===== src/rtl/pll_bclksclkalign_multilane.sv =====
`default_nettype none
// ============================================================================
// Module  : pll_bclksclkalign_multilane
// Brief   : Multi-lane BCLK/SCLK alignment trainer that rotates the PLL VCO
//           phase until every enabled lane sees a BCLK rising edge.
// Revision: 1.0 - initial release
// ============================================================================
module pll_bclksclkalign_multilane #(
    parameter int IOG_FABRIC_RATIO = 2,
    parameter int NUM_LANES        = 1,
    parameter int MAX_ROTATE       = 72,
    parameter int CHECK_LEN        = 1023,
    parameter int SETTLE_CYC       = 4,
    parameter int RESET_CYC        = 31,
    parameter int RESET_EVERY      = 9,
    parameter int SKIP_EN          = 1,
    parameter int HOLD_EN          = 1
) (
    input  logic                                  sclk,
    input  logic                                  reset_n,
    input  logic                                  pll_bclksclkalign_train,
    input  logic                                  pll_clk_algn_rstrt,
    input  logic                                  pll_clk_algn_hold,
    input  logic                                  pll_clk_algn_skip,
    input  logic [NUM_LANES-1:0]                  lane_en,
    input  logic [NUM_LANES*IOG_FABRIC_RATIO-1:0] bclk_igear_rx,
    input  logic [2:0]                            vcophs_offset,
    output logic                                  vcophsel_bclk_sel,
    output logic                                  vcophsel_bclk90_sel,
    output logic                                  vcophsel_sclk_sel,
    output logic                                  vcophsel_mclk_sel,
    output logic                                  vcophsel_dir,
    output logic                                  vcophsel_rotate,
    output logic                                  loadphs_b,
    output logic [NUM_LANES-1:0]                  reset_lane,
    output logic                                  pll_bclksclkalign_done,
    output logic                                  pll_bclksclkalign_fail,
    output logic [6:0]                            apb_bclk0_vcophs_sel,
    output logic                                  apb_status_bclk,
    output logic [NUM_LANES-1:0]                  apb_lane_stuck
);
    localparam int C_R = IOG_FABRIC_RATIO;

    typedef enum logic [4:0] {
        S_IDLE = 5'd0,  S_RESE = 5'd1,  S_RESW = 5'd2,  S_LOAD = 5'd3,
        S_SETL = 5'd4,  S_CHEK = 5'd5,  S_EVAL = 5'd6,  S_ROTA = 5'd7,
        S_MRST = 5'd8,  S_MRSW = 5'd9,  S_RREG = 5'd10, S_OFFS = 5'd11,
        S_OFRT = 5'd12, S_PAUS = 5'd13, S_WAIT = 5'd14, S_DONE = 5'd15,
        S_FAIL = 5'd16, S_HOLD = 5'd17
    } state_t;

    state_t                      r_state, r_saved, w_state_nx, w_saved_nx;
    logic [2:0]                  r_skip_sync;
    logic [3:0]                  r_rstrt_sync;
    logic [1:0]                  r_stretch;
    logic                        w_skip, w_rstrt_rise, w_rst_trng, w_frz, w_all_seen;
    logic [4:0]                  r_dly;
    logic [9:0]                  r_chk;
    logic [6:0]                  r_rot, r_since;
    logic [2:0]                  r_off;
    logic [NUM_LANES*C_R-1:0]    r_rx_prev;
    logic [NUM_LANES-1:0]        r_seen, r_stuck, r_lane_stuck, w_rise, w_toggle;
    logic                        r_status;

    always_ff @(posedge sclk or negedge reset_n) begin
        if (!reset_n) begin
            r_skip_sync  <= '0;
            r_rstrt_sync <= '0;
            r_stretch    <= '0;
        end else begin
            r_skip_sync  <= {r_skip_sync[1:0], pll_clk_algn_skip};
            r_rstrt_sync <= {r_rstrt_sync[2:0], pll_clk_algn_rstrt};
            if (w_rstrt_rise)
                r_stretch <= 2'd3;
            else if (r_stretch != 2'd0)
                r_stretch <= r_stretch - 2'd1;
        end
    end

    // Restart pulse = rising-edge cycle plus three stretched cycles.
    assign w_skip       = (SKIP_EN != 0) && r_skip_sync[2];
    assign w_rstrt_rise = r_rstrt_sync[2] & ~r_rstrt_sync[3];
    assign w_rst_trng   = w_rstrt_rise | (r_stretch != 2'd0) | w_skip;
    assign w_frz        = (r_state == S_HOLD) || ((HOLD_EN != 0) && pll_clk_algn_hold);
    assign w_all_seen   = (&(r_seen | ~lane_en)) && (|lane_en);

    for (genvar k = 0; k < NUM_LANES; k++) begin : g_lane
        logic [C_R-1:0] w_cur, w_prv;
        assign w_cur       = bclk_igear_rx[k*C_R +: C_R];
        assign w_prv       = {w_cur[C_R-2:0], r_rx_prev[k*C_R + C_R - 1]};
        assign w_rise[k]   = |(w_cur & ~w_prv);
        assign w_toggle[k] = |(w_cur ^ w_prv);
    end

    always_ff @(posedge sclk or negedge reset_n) begin
        if (!reset_n) begin
            r_state <= S_IDLE;
            r_saved <= S_IDLE;
        end else begin
            r_state <= w_state_nx;
            r_saved <= w_saved_nx;
        end
    end

    always_comb begin
        w_state_nx = r_state;
        w_saved_nx = r_saved;
        if (w_rst_trng) begin
            w_state_nx = S_IDLE;
            w_saved_nx = S_IDLE;
        end else if ((HOLD_EN != 0) && pll_clk_algn_hold && (r_state != S_HOLD)) begin
            w_saved_nx = r_state;
            w_state_nx = S_HOLD;
        end else if (r_state == S_HOLD) begin
            if (!pll_clk_algn_hold) w_state_nx = r_saved;
        end else begin
            case (r_state)
                S_IDLE: if (pll_bclksclkalign_train) w_state_nx = S_RESE;
                S_RESE: w_state_nx = S_RESW;
                S_RESW: if (r_dly == 5'd0) w_state_nx = S_LOAD;
                S_LOAD: w_state_nx = S_SETL;
                S_SETL: if (r_dly == 5'd0) w_state_nx = S_CHEK;
                S_CHEK: if (r_chk == 10'(CHECK_LEN - 1)) w_state_nx = S_EVAL;
                S_EVAL: begin
                    if (w_all_seen)
                        w_state_nx = S_OFFS;
                    else if (r_rot == 7'(MAX_ROTATE))
                        w_state_nx = S_FAIL;
                    else if ((RESET_EVERY != 0) && (r_since == 7'(RESET_EVERY - 1)))
                        w_state_nx = S_MRST;
                    else
                        w_state_nx = S_ROTA;
                end
                S_ROTA: w_state_nx = S_SETL;
                S_MRST: w_state_nx = S_MRSW;
                S_MRSW: if (r_dly == 5'd0) w_state_nx = S_RREG;
                S_RREG: w_state_nx = S_ROTA;
                S_OFFS: w_state_nx = (r_off == vcophs_offset) ? S_PAUS : S_OFRT;
                S_OFRT: w_state_nx = S_OFFS;
                S_PAUS: w_state_nx = S_WAIT;
                S_WAIT: if (r_dly == 5'd0) w_state_nx = S_DONE;
                S_DONE, S_FAIL: if (!pll_bclksclkalign_train) w_state_nx = S_IDLE;
                default: w_state_nx = S_IDLE;
            endcase
        end
    end

    always_ff @(posedge sclk or negedge reset_n) begin
        if (!reset_n) begin
            r_dly <= '0; r_chk <= '0; r_rot <= '0; r_since <= '0; r_off <= '0;
            r_rx_prev <= '0; r_seen <= '0; r_stuck <= '0; r_lane_stuck <= '0;
            r_status <= 1'b0;
        end else if (w_rst_trng) begin
            r_dly <= '0; r_chk <= '0; r_rot <= '0; r_since <= '0; r_off <= '0;
            r_rx_prev <= '0; r_seen <= '0; r_stuck <= '0; r_lane_stuck <= '0;
            r_status <= 1'b0;
        end else if (!w_frz) begin
            case (r_state)
                S_RESE: begin
                    r_dly    <= 5'(RESET_CYC);
                    r_status <= 1'b0;
                end
                S_RESW, S_MRSW: if (r_dly != 5'd0) r_dly <= r_dly - 5'd1;
                S_LOAD: begin
                    r_rot   <= '0;
                    r_since <= '0;
                    r_off   <= '0;
                    r_seen  <= '0;
                    r_stuck <= '1;
                    r_dly   <= 5'(SETTLE_CYC);
                end
                S_SETL: begin
                    if (r_dly != 5'd0) r_dly <= r_dly - 5'd1;
                    else               r_chk <= '0;
                end
                S_CHEK: begin
                    // The first window cycle only primes the history sample.
                    r_rx_prev <= bclk_igear_rx;
                    if (r_chk != 10'd0) begin
                        r_seen  <= r_seen | w_rise;
                        r_stuck <= r_stuck & ~w_toggle;
                    end
                    if (r_chk != 10'(CHECK_LEN - 1)) r_chk <= r_chk + 10'd1;
                end
                S_EVAL: begin
                    r_lane_stuck <= r_stuck;
                    r_seen       <= '0;
                    r_stuck      <= '1;
                end
                S_ROTA: begin
                    r_rot   <= r_rot + 7'd1;
                    r_since <= r_since + 7'd1;
                    r_dly   <= 5'(SETTLE_CYC);
                end
                S_MRST: begin
                    r_dly   <= 5'(RESET_CYC);
                    r_since <= '0;
                end
                S_RREG: r_rx_prev <= bclk_igear_rx;
                S_OFRT: r_off <= r_off + 3'd1;
                S_PAUS: r_dly <= 5'(SETTLE_CYC);
                S_WAIT: begin
                    if (r_dly != 5'd0) r_dly <= r_dly - 5'd1;
                    else               r_status <= 1'b1;
                end
                default: ;
            endcase
        end
    end

    assign vcophsel_bclk_sel      = !((r_state == S_IDLE) || (r_state == S_DONE) || (r_state == S_FAIL));
    assign vcophsel_bclk90_sel    = vcophsel_bclk_sel;
    assign vcophsel_sclk_sel      = 1'b0;
    assign vcophsel_mclk_sel      = 1'b0;
    assign vcophsel_dir           = 1'b1;
    assign vcophsel_rotate        = (r_state == S_ROTA) || (r_state == S_OFRT);
    assign loadphs_b              = (r_state != S_LOAD);
    assign reset_lane             = ((r_state == S_RESE) || (r_state == S_MRST) || (r_state == S_PAUS))
                                    ? lane_en : '0;
    assign pll_bclksclkalign_done = (r_state == S_DONE) || w_skip;
    assign pll_bclksclkalign_fail = (r_state == S_FAIL);
    assign apb_bclk0_vcophs_sel   = r_rot;
    assign apb_status_bclk        = r_status;
    assign apb_lane_stuck         = r_lane_stuck;
endmodule
`default_nettype wire


===== config.mk =====
export PLATFORM = sky130hd
export DESIGN_NAME = pll_bclksclkalign_multilane
export DESIGN_NICKNAME = d
export VERILOG_FILES = /design/src/rtl/pll_bclksclkalign_multilane.sv
export SDC_FILE = /design/constraint.sdc
export NUM_CORES = 1
export LEC_CHECK = 0
export CORE_ASPECT_RATIO = 1.1
export CORE_UTILIZATION = 40
export CTS_BUF_LIST = sky130_fd_sc_hd__clkbuf_4
export CTS_CLUSTER_DIAMETER = 150
export CTS_CLUSTER_SIZE = 40
export DETAILED_ROUTE_END_ITERATION = 16
export DONT_BUFFER_PORTS = 1
export HOLD_SLACK_MARGIN = 0.06
export PLACE_DENSITY = 0.58
export RECOVER_POWER = 25
export SKIP_LAST_GASP = 1
export SYNTH_ARGS = -nofsm -noshare
export SYNTH_HDL_FRONTEND = slang
export SYNTH_SLANG_ARGS = --single-unit
export TNS_END_PERCENT = 10

===== constraint.sdc =====
create_clock -name sclk -period 3.8 [get_ports sclk]
set_input_delay 0.19 -clock sclk [delete_from_list [all_inputs] [get_ports sclk]]
set_output_delay 0.19 -clock sclk [all_outputs]
set_load 0.02 [all_outputs]

# After elaboration in Yosys (flattened, before gate mapping)

Index checks and enable logic that the tools add are counted.

Register bits: 57
Input bits: 12
Output and inout port bits: 19
Logic and storage cells: 174

Add/sub/neg operators: 6
Equality and inequality tests: 38
Mux-type cells: 57
Bitwise logic cells: 12
Reductions and logical operators: 46

Operator list:

| cell                    | count |
|---|---|
| $mux W5                 | 18 |
| $pmux W5 S15            | 1 |
| $eq A5 B4 Y1 const B    | 8 |
| $mux W10                | 4 |
| $ne A5 B5 Y1 const B    | 8 |
| $mux W7                 | 4 |
| $pmux W7 S2             | 2 |
| $eq A5 B3 Y1 const B    | 4 |
| $pmux W10 S2            | 1 |
| $reduce_bool A3 Y1      | 6 |
| $reduce_or A2 Y1        | 8 |
| $pmux W5 S3             | 1 |
| $add A7 B1 Y7 const B   | 2 |
| $mux W1                 | 14 |
| $ne A3 B3 Y1 const B    | 4 |
| $add A10 B1 Y10 const B | 1 |
| $eq A10 B10 Y1 const B  | 1 |
| $eq A5 B2 Y1 const B    | 2 |
| $eq A5 B5 Y1 const B    | 2 |
| $logic_not A5 Y1        | 2 |
| $mux W2                 | 5 |
| $ne A10 B10 Y1 const B  | 1 |
| $reduce_and A2 Y1       | 5 |
| $reduce_bool A10 Y1     | 1 |
| other kinds (32)        | 54 |

# Depth between registers and ports, before layout

Gate-level depths: netlist of the first run.

Word-level depth: 8
Gate-level depth with buffers: 9
Depth with buffers taken out: 7

# Least setup slack after synthesis of the first run

Ideal clock, no wire load.

Path kind: flip-flop to flip-flop
Start: register r_rot[4], in the netlist apb_bclk0_vcophs_sel[4]
End: register r_state[3]
Setup time: 0.140 ns
Arrival time: 1.871 ns
Required time: 3.660 ns
Slack: 1.789 ns
Cell stages (with the launch flop): 6
Buffers on the path: 0
Period minus slack after synthesis: 2.011 ns
Cell sequence: dfrtp_1 -> or4b_2 -> o211a_1 -> a221oi_1 -> a2bb2oi_1 -> a211oi_1

Longest elaborated chain between the ends: 7

Ends and longest elaborated chain:

| what                     | line | RTL |
|---|---|---|
| start: declaration       | 59   | `logic [6:0] r_rot, r_since;` |
| start signal: assignment | 191  | `r_rot <= r_rot + 7'd1;` |
| $eq A7 B7 Y1             | 127  | `else if (r_rot == 7'(MAX_ROTATE))` |
| $mux W5                  | 127  |  |
| $mux W5                  | 125  | `if (w_all_seen)` |
| $pmux W5 S15             | 117  | `case (r_state)` |
| $mux W5                  | 114  | `end else if (r_state == S_HOLD) begin` |
| $mux W5                  | 111  | `end else if ((HOLD_EN != 0) && pll_clk_algn_hold && (r_state != S_HOLD)) begin` |
| $mux W5                  | 108  | `if (w_rst_trng) begin` |
| end signal: assignment   | 100  | `r_state <= w_state_nx;` |
| end: declaration         | 52   | `state_t r_state, r_saved, w_state_nx, w_saved_nx;` |

No other way between the ends.
A chain may end at the register's enable or synchronous reset.

# Worst setup path after layout of the first run

Start: register r_state[3]
End: output vcophsel_rotate

Longest elaborated chain between the ends: 2
Elaborated cells between the ends (all ways): 3
Classes of those cells: eq/ne (2); reduce/logical (1)

Ends and longest elaborated chain:

| what                                                | line | RTL |
|---|---|---|
| $eq A5 B3 Y1 / $eq A5 B4 Y1 (equally long branches) | 216  | `assign vcophsel_rotate = (r_state == S_ROTA) \|\| (r_state == S_OFRT);` |
| $logic_or A1 B1 Y1 (*)                              | 216  |  |
| end: declaration                                    | 33   | `output logic vcophsel_rotate,` |

Mark *: on every way between the ends. The rest lies on a longest branch, timed or not.

==> results.toml, run 1 <==
[outcome]
run_status = "completed"

[timing]
finalCritPeriodShare = 0.736
slew_viol_final = 0
worst_pin_slew_ns = 0.944
fin_crit_ns = 2.80
finalSetupTns_ns = 0
finalClockSkew_ns = 0.0291
relSlewSlack = 0.362
setup_viol = 0
rsz0062_at_grt = "false"
finalHoldViolCount = 0
fmax_mhz = 357

[final_layout]
nets = 421
final_common_cell = "dfrtp_1"
multiInputGateArea_mm2 = 0.00205
antenna_cells = 0
seq_area_mm2 = 0.00140
fin_cells = 513
fillCellCount = 869
final_core_util = 0.432
mostFrequentLayoutCells = "dfrtp_1 (56), nand2_1 (32), nor2_1 (29)"
syn2layout_area_growth_pct = 4.11
drive_above_1_share = 0.0902

[global_route]
grt_util_met1 = 0.272
grt_first_pass_wirelength_um = 14900
met2_usage = 0.322
grt_pass1_vias = 2942
antenna_found_initial = 0
busiest_layer = "met2"
grt_usage = 0.198
grt.overflow.total = 0
gr-usage-met3 = 0.0354
grt_max_degree = 57

[routing]
wirelength_um = 8890
post_drt_wl_per_cell_um = 17.3
dr.pass1.iters = 5
vias = 3060
drc_errors = 0
drtAntennaViolNets = 0
drt-initial-drc-count = 301
drt-vias-per-instance = 5.96

[floorplanning]
num_rows = 36
die_x_um = 93.5
core_mm2 = 0.00887
die_area_mm2 = 0.00959
start_util = 0.415
io_pins = 31
die_h_um = 103

[logic_synthesis]
synth_seq_area_share = 0.381
synth_seq_cells = 56
syn-instance-count = 407
asyncSetResetFlopFracSynth = 1.00
synth-main-ff-cell = "dfrtp_1"
synth_edf_count = 0
synth.distinct_cells = 72
yosys_warnings = 0
syn_area_per_cell_um2 = 9.04
syn_area_mm2 = 0.00368

[clock_tree]
cts_resized = 0
h-tree-depth = 2
cts_made_buffers = 5
cts_buffer_depth = 2
clkLatencyLatePin_ns = 0.39
clkSlewWorstSetupHoldPaths_ns = 0.15
clockRootBuffer = "clkbuf_4"
cts_tree = "yes"
cts_sinks = 56

[power_and_ir_drop]
power.leakage_nw = 1.58
power_density_mw_per_mm2 = 314
p_total_w = 0.00120
ir_drop_uv = 178

[flow_run]
max_cap_violations = 0

[worst_setup_path]
reg2reg_to = "r_chk[0]"
max_stage_delay_ns = 0.94
critPathArrivalTime_ns = 2.61
rrSetupSlack_ns = 1.08
crit_path_end_kind = "primary output"
worstPathRequired_ns = 3.61
critical_path.top_delay_family = "flip-flops"
path_cells = "or3b_2 -> a211oi_1"
crit_path_start_kind = "flip-flop"
r2r_start = "r_state[0]"
critPathSlowestCell = "dfrtp_1"
worstRegToRegCells = 5
crit_path_max_fanout = 26
cp_num_buf_inv = 0
crit_type = "reg -> out"

[place]
dp_hpwl_um = 6190
dp_cells = 499
port_buffers = 0
gp_congestion = 0.842

[min_path]
min_to = "r_state[3]"
hold_class = "in -> reg"
holdPathStages = 2
worstHoldStart = "pll_clk_algn_hold"
[report_power, final]
part,switching (W),leakage [nW],internal (W)
Combinational,0.000170,0.789,0.0000954
Sequential,0.0000302,0.759,0.000623
Clock,0.000206,0.0293,0.0000766
Total,0.000407,1.58,0.000795
[cells by family after synthesis]
logic type                 Yosys count  synth area share
DFF                                 56             0.381
xor gates and xnor gates            10            0.0238
muxes                               11            0.0306
AOI/OAI and AO/OA                  108             0.214
and+or+nand+nor                    164             0.249
buffers and inverters               45            0.0626
other                                2           0.00204
adders and majority gates           11            0.0374
[metrics by stage]
stage,hold WS [ns],worst slack (ns),cell area [um^2]
after detailed placement,-0.103,1.18,3690
after global routing,0.113,0.880,3830
final,0.118,1.00,3830
after global placement,-0.103,1.21,3690
after CTS,0.0981,1.01,3830
after floorplan,-0.106,1.79,3680
[cell type report]
type / count / share of cell area
multi-input combinational: 307 / 0.536
inverter: 19 / 0.0186
clock buffer: 5 / 0.00980
tap: 114 / 0.0372
sequential: 56 / 0.366
timing repair buffer: 9 / 0.0261
clock inverter: 3 / 0.00686
[worst max path at each step]
| stage | start | endpoint | slack [ns] | depth (start not counted) |
|---|---|---|---|---|
| after global routing | r_state[3] | vcophsel_rotate | 0.88 | 2 |
| after CTS | r_state[3] | vcophsel_rotate | 1.01 | 2 |
| after detailed placement | r_state[0] | r_chk[7] | 1.18 | 5 |
| final | r_state[3] | vcophsel_rotate | 1.00 | 2 |
| after floorplan | apb_bclk0_vcophs_sel[4] | r_state[3] | 1.79 | 5 |
| after global placement | r_state[0] | r_chk[0] | 1.21 | 5 |
[synthesized netlist by cell type (9+ instances only)]
master	instances	area, um^2
nor3_1	14	70.1
a21oi_1	15	75.1
dfrtp_1	56	1400
and3_1	12	75.1
ha_1	11	138
nand3_1	18	90.1
nand2_1	32	120
nand2b_1	12	75.1
o21ai_0	28	140
inv_1	19	71.3
nor2_1	29	109
mux2i_1	9	90.1
[registers in the layout (all words and copies together), names as in the netlist]
signal / count
apb_status_bclk: 1
r_since: 7
r_stuck: 1
r_stretch: 2
r_state: 5
r_dly: 5
r_chk: 10
apb_bclk0_vcophs_sel: 7
r_rstrt_sync: 4
r_off: 3
apb_lane_stuck: 1
r_rx_prev: 1
r_skip_sync: 3
r_saved: 5
r_seen: 1
[metal layers]
metal,routed length [um],vias to the layer above
li1,-,1479
met1,4150,1493
met2,4190,80
met3,419,8
met4,125,0
met5,0,-
[timing repair]
action	in CTS	in global routing
hold endpoints to repair	65	0
hold buffers	6	0
buffers inserted	0	0
No activity file was read; power rests on OpenSTA's default activity.
==> run 2: changes to the inputs <==
Settings changed: ABC_AREA from default to 1, PLACE_DENSITY 0.58 to 0.6.
Clock period 3.8 ns to 2.38 ns, I/O delays scaled along.
==> results.toml, run 2 <==
[clock_tree]
cts_tree = "yes"
h-tree-depth = 2
cts_buffer_depth = 2
clkSlewWorstSetupHoldPaths_ns = 0.17
clockRootBuffer = "clkbuf_4"
cts_made_buffers = 5
cts_sinks = 56
clkLatencyLatePin_ns = 0.39
post_cts_buffers = 0

[logic_synthesis]
synth_seq_cells = 56
post_synth_mux_area_share = 0
synth_top_family_by_area = "simple AND/OR/NAND/NOR gates"
synth_seq_area_share = 0.376
yosys-top-cells-area = "dfrtp_1 (38%), nand2_1 (13%), nor2_1 (5.9%)"
synth_edf_count = 0
syn_area_per_cell_um2 = 7.24
synth.most_common_cell = "nand2_1"
synth_top_area_frac = 0.376
synth-main-ff-cell = "dfrtp_1"
syn-instance-count = 515
asyncSetResetFlopFracSynth = 1.00
synth_adder_area_share = 0.0369
yosys_warnings = 0
synth_top_cell_by_area = "dfrtp_1"
synth-xor-area-share = 0.0235
synth.cells.most_frequent = "nand2_1 (125), nor2_1 (59), dfrtp_1 (56)"
synth_compound_area_frac = 0.122
syn_area_mm2 = 0.00373
synth_simple_gate_area_share = 0.343
synth.distinct_cells = 42

[min_path]
hold_class = "in -> reg"

[final_layout]
drive_above_1_share = 0.107
nets = 543
largest_reg_flops = 10
final_common_cell = "nand2_1"
antenna_cells = 0
final_core_util = 0.437
mostFrequentLayoutCells = "nand2_1 (125), nor2_1 (59), dfrtp_1 (56)"
fin_area_mm2 = 0.00392
syn2layout_area_growth_pct = 4.96
regMostFlops = "r_chk"

[routing]
drtAntennaViolNets = 0
dr.pass1.iters = 4
vias = 3293
wirelength_um = 8800
post_drt_wl_per_cell_um = 13.9
drt-initial-drc-count = 135
drc_errors = 0
drt-vias-per-instance = 5.19

[flow_run]
max_cap_violations = 0

[place]
placed_area_mm2 = 0.00380
port_buffers = 0
gp_congestion = 0.873
dp_hpwl_um = 6590

[power_and_ir_drop]
power.leakage_nw = 1.84
ir_drop_uv = 248
p_total_w = 0.00207
power_density_mw_per_mm2 = 529

[timing]
worst_pin_slew_ns = 1.41
fin_crit_ns = 2.09
rsz0062_at_grt = "false"
setup_viol = 0
slew_viol_final = 0
finalClockSkew_ns = 0.00940
finalHoldViolCount = 0
fmax_mhz = 479
finalCritPeriodShare = 0.878
relSlewSlack = 0.0624
finalSetupTns_ns = 0

[worst_setup_path]
worstPathRequired_ns = 2.26
max_stage_delay_ns = 0.58
crit_path_start_kind = "flip-flop"
crit_type = "reg -> out"
critPathArrivalTime_ns = 1.97
crit_path_end_kind = "primary output"
path_cells = "nor2_2 -> inv_1 -> nor2_2 -> a21oi_2 -> nand2_1 -> nand2_1 -> inv_1"
crit_path_max_fanout = 9
critPathSlowestCell = "dfrtp_1"

[global_route]
grt_usage = 0.197
grt.overflow.total = 0
grt_first_pass_wirelength_um = 15000
grt_max_degree = 57
grt_pass1_vias = 3198
antenna_found_initial = 0

[outcome]
run_status = "completed"

[floorplanning]
die_x_um = 94.1
io_pins = 31
core_mm2 = 0.00896
die_area_mm2 = 0.00972
start_util = 0.416
num_rows = 36
die_h_um = 103
==> run 2: cells by family after synthesis <==
| family | count (synthesis) |
|---|---|
| AO/OA/AOI/OAI | 80 |
| AND/OR/NAND/NOR | 277 |
| buffers and inverters | 79 |
| adder cells (fa/ha/maj) | 11 |
| flip-flops | 56 |
| other | 2 |
| XOR/XNOR | 10 |
==> run 2: final cells by class <==
type,instances,area (um^2)
fillers,910,5050
multi-input cells,381,1970
flip-flops and latches,56,1400
inverters,66,255
well taps,114,143
repair buffers,10,85.1
clock buffers,5,37.5
clock inverters,3,22.5
==> run 2: timing repair <==
item / 4_1_cts / 5_1_grt
resized for setup: 0 / 0
hold buffers: 6 / 0
hold endpoints to repair: 60 / 0
==> run 2: critical path: cells and delay by family (launching register included) <==
family                 cells  cell delay, ns
AND/OR/NAND/NOR            4            0.63
flip-flops                 1            0.58
buffers and inverters      2            0.30
AO/OA/AOI/OAI              1            0.07
==> run 2: per-layer routing <==
metal  wire length [um]  vias up  global-route usage  part of all wire
met5                  0        -                   0                 0
met4                216        0              0.0734             0.025
met3                322       20              0.0380             0.037
met2               4300       62               0.343              0.49
met1               3960     1552               0.242              0.45
li1                   -     1659                   -                 -
==> run 2: stage by stage <==
step | worst slack [ns] | hold slack (ns) | std cells
floorplan | 0.719 | -0.177 | 516
global placement | 0.458 | -0.175 | 621
detailed placement | 0.411 | -0.175 | 621
CTS | 0.301 | 0.0612 | 635
global route | 0.175 | 0.0624 | 635
finish | 0.291 | 0.0517 | 635
==> run 2: final timing paths <==
path | slack (ns) | from | depth (start not counted) | endpoint
min in group asynchronous | 0.60 | reset_n | 2 | r_since[6]
worst max register to register | 0.39 | r_stretch[0] | 10 | r_since[4]
worst max-delay path | 0.29 | r_state[1] | 7 | reset_lane
worst min register to register | 0.37 | r_skip_sync[1] | 0 | r_skip_sync[2]
max in group asynchronous | 0.95 | reset_n | 2 | r_stuck
worst min-delay path | 0.05 | pll_clk_algn_hold | 5 | r_state[1]
==> run 2: where the power goes <==
part | switching (W) | internal [W]
logic | 0.000390 | 0.000174
clock network | 0.000332 | 0.000120
registers | 0.0000484 | 0.00101
total | 0.000770 | 0.00130
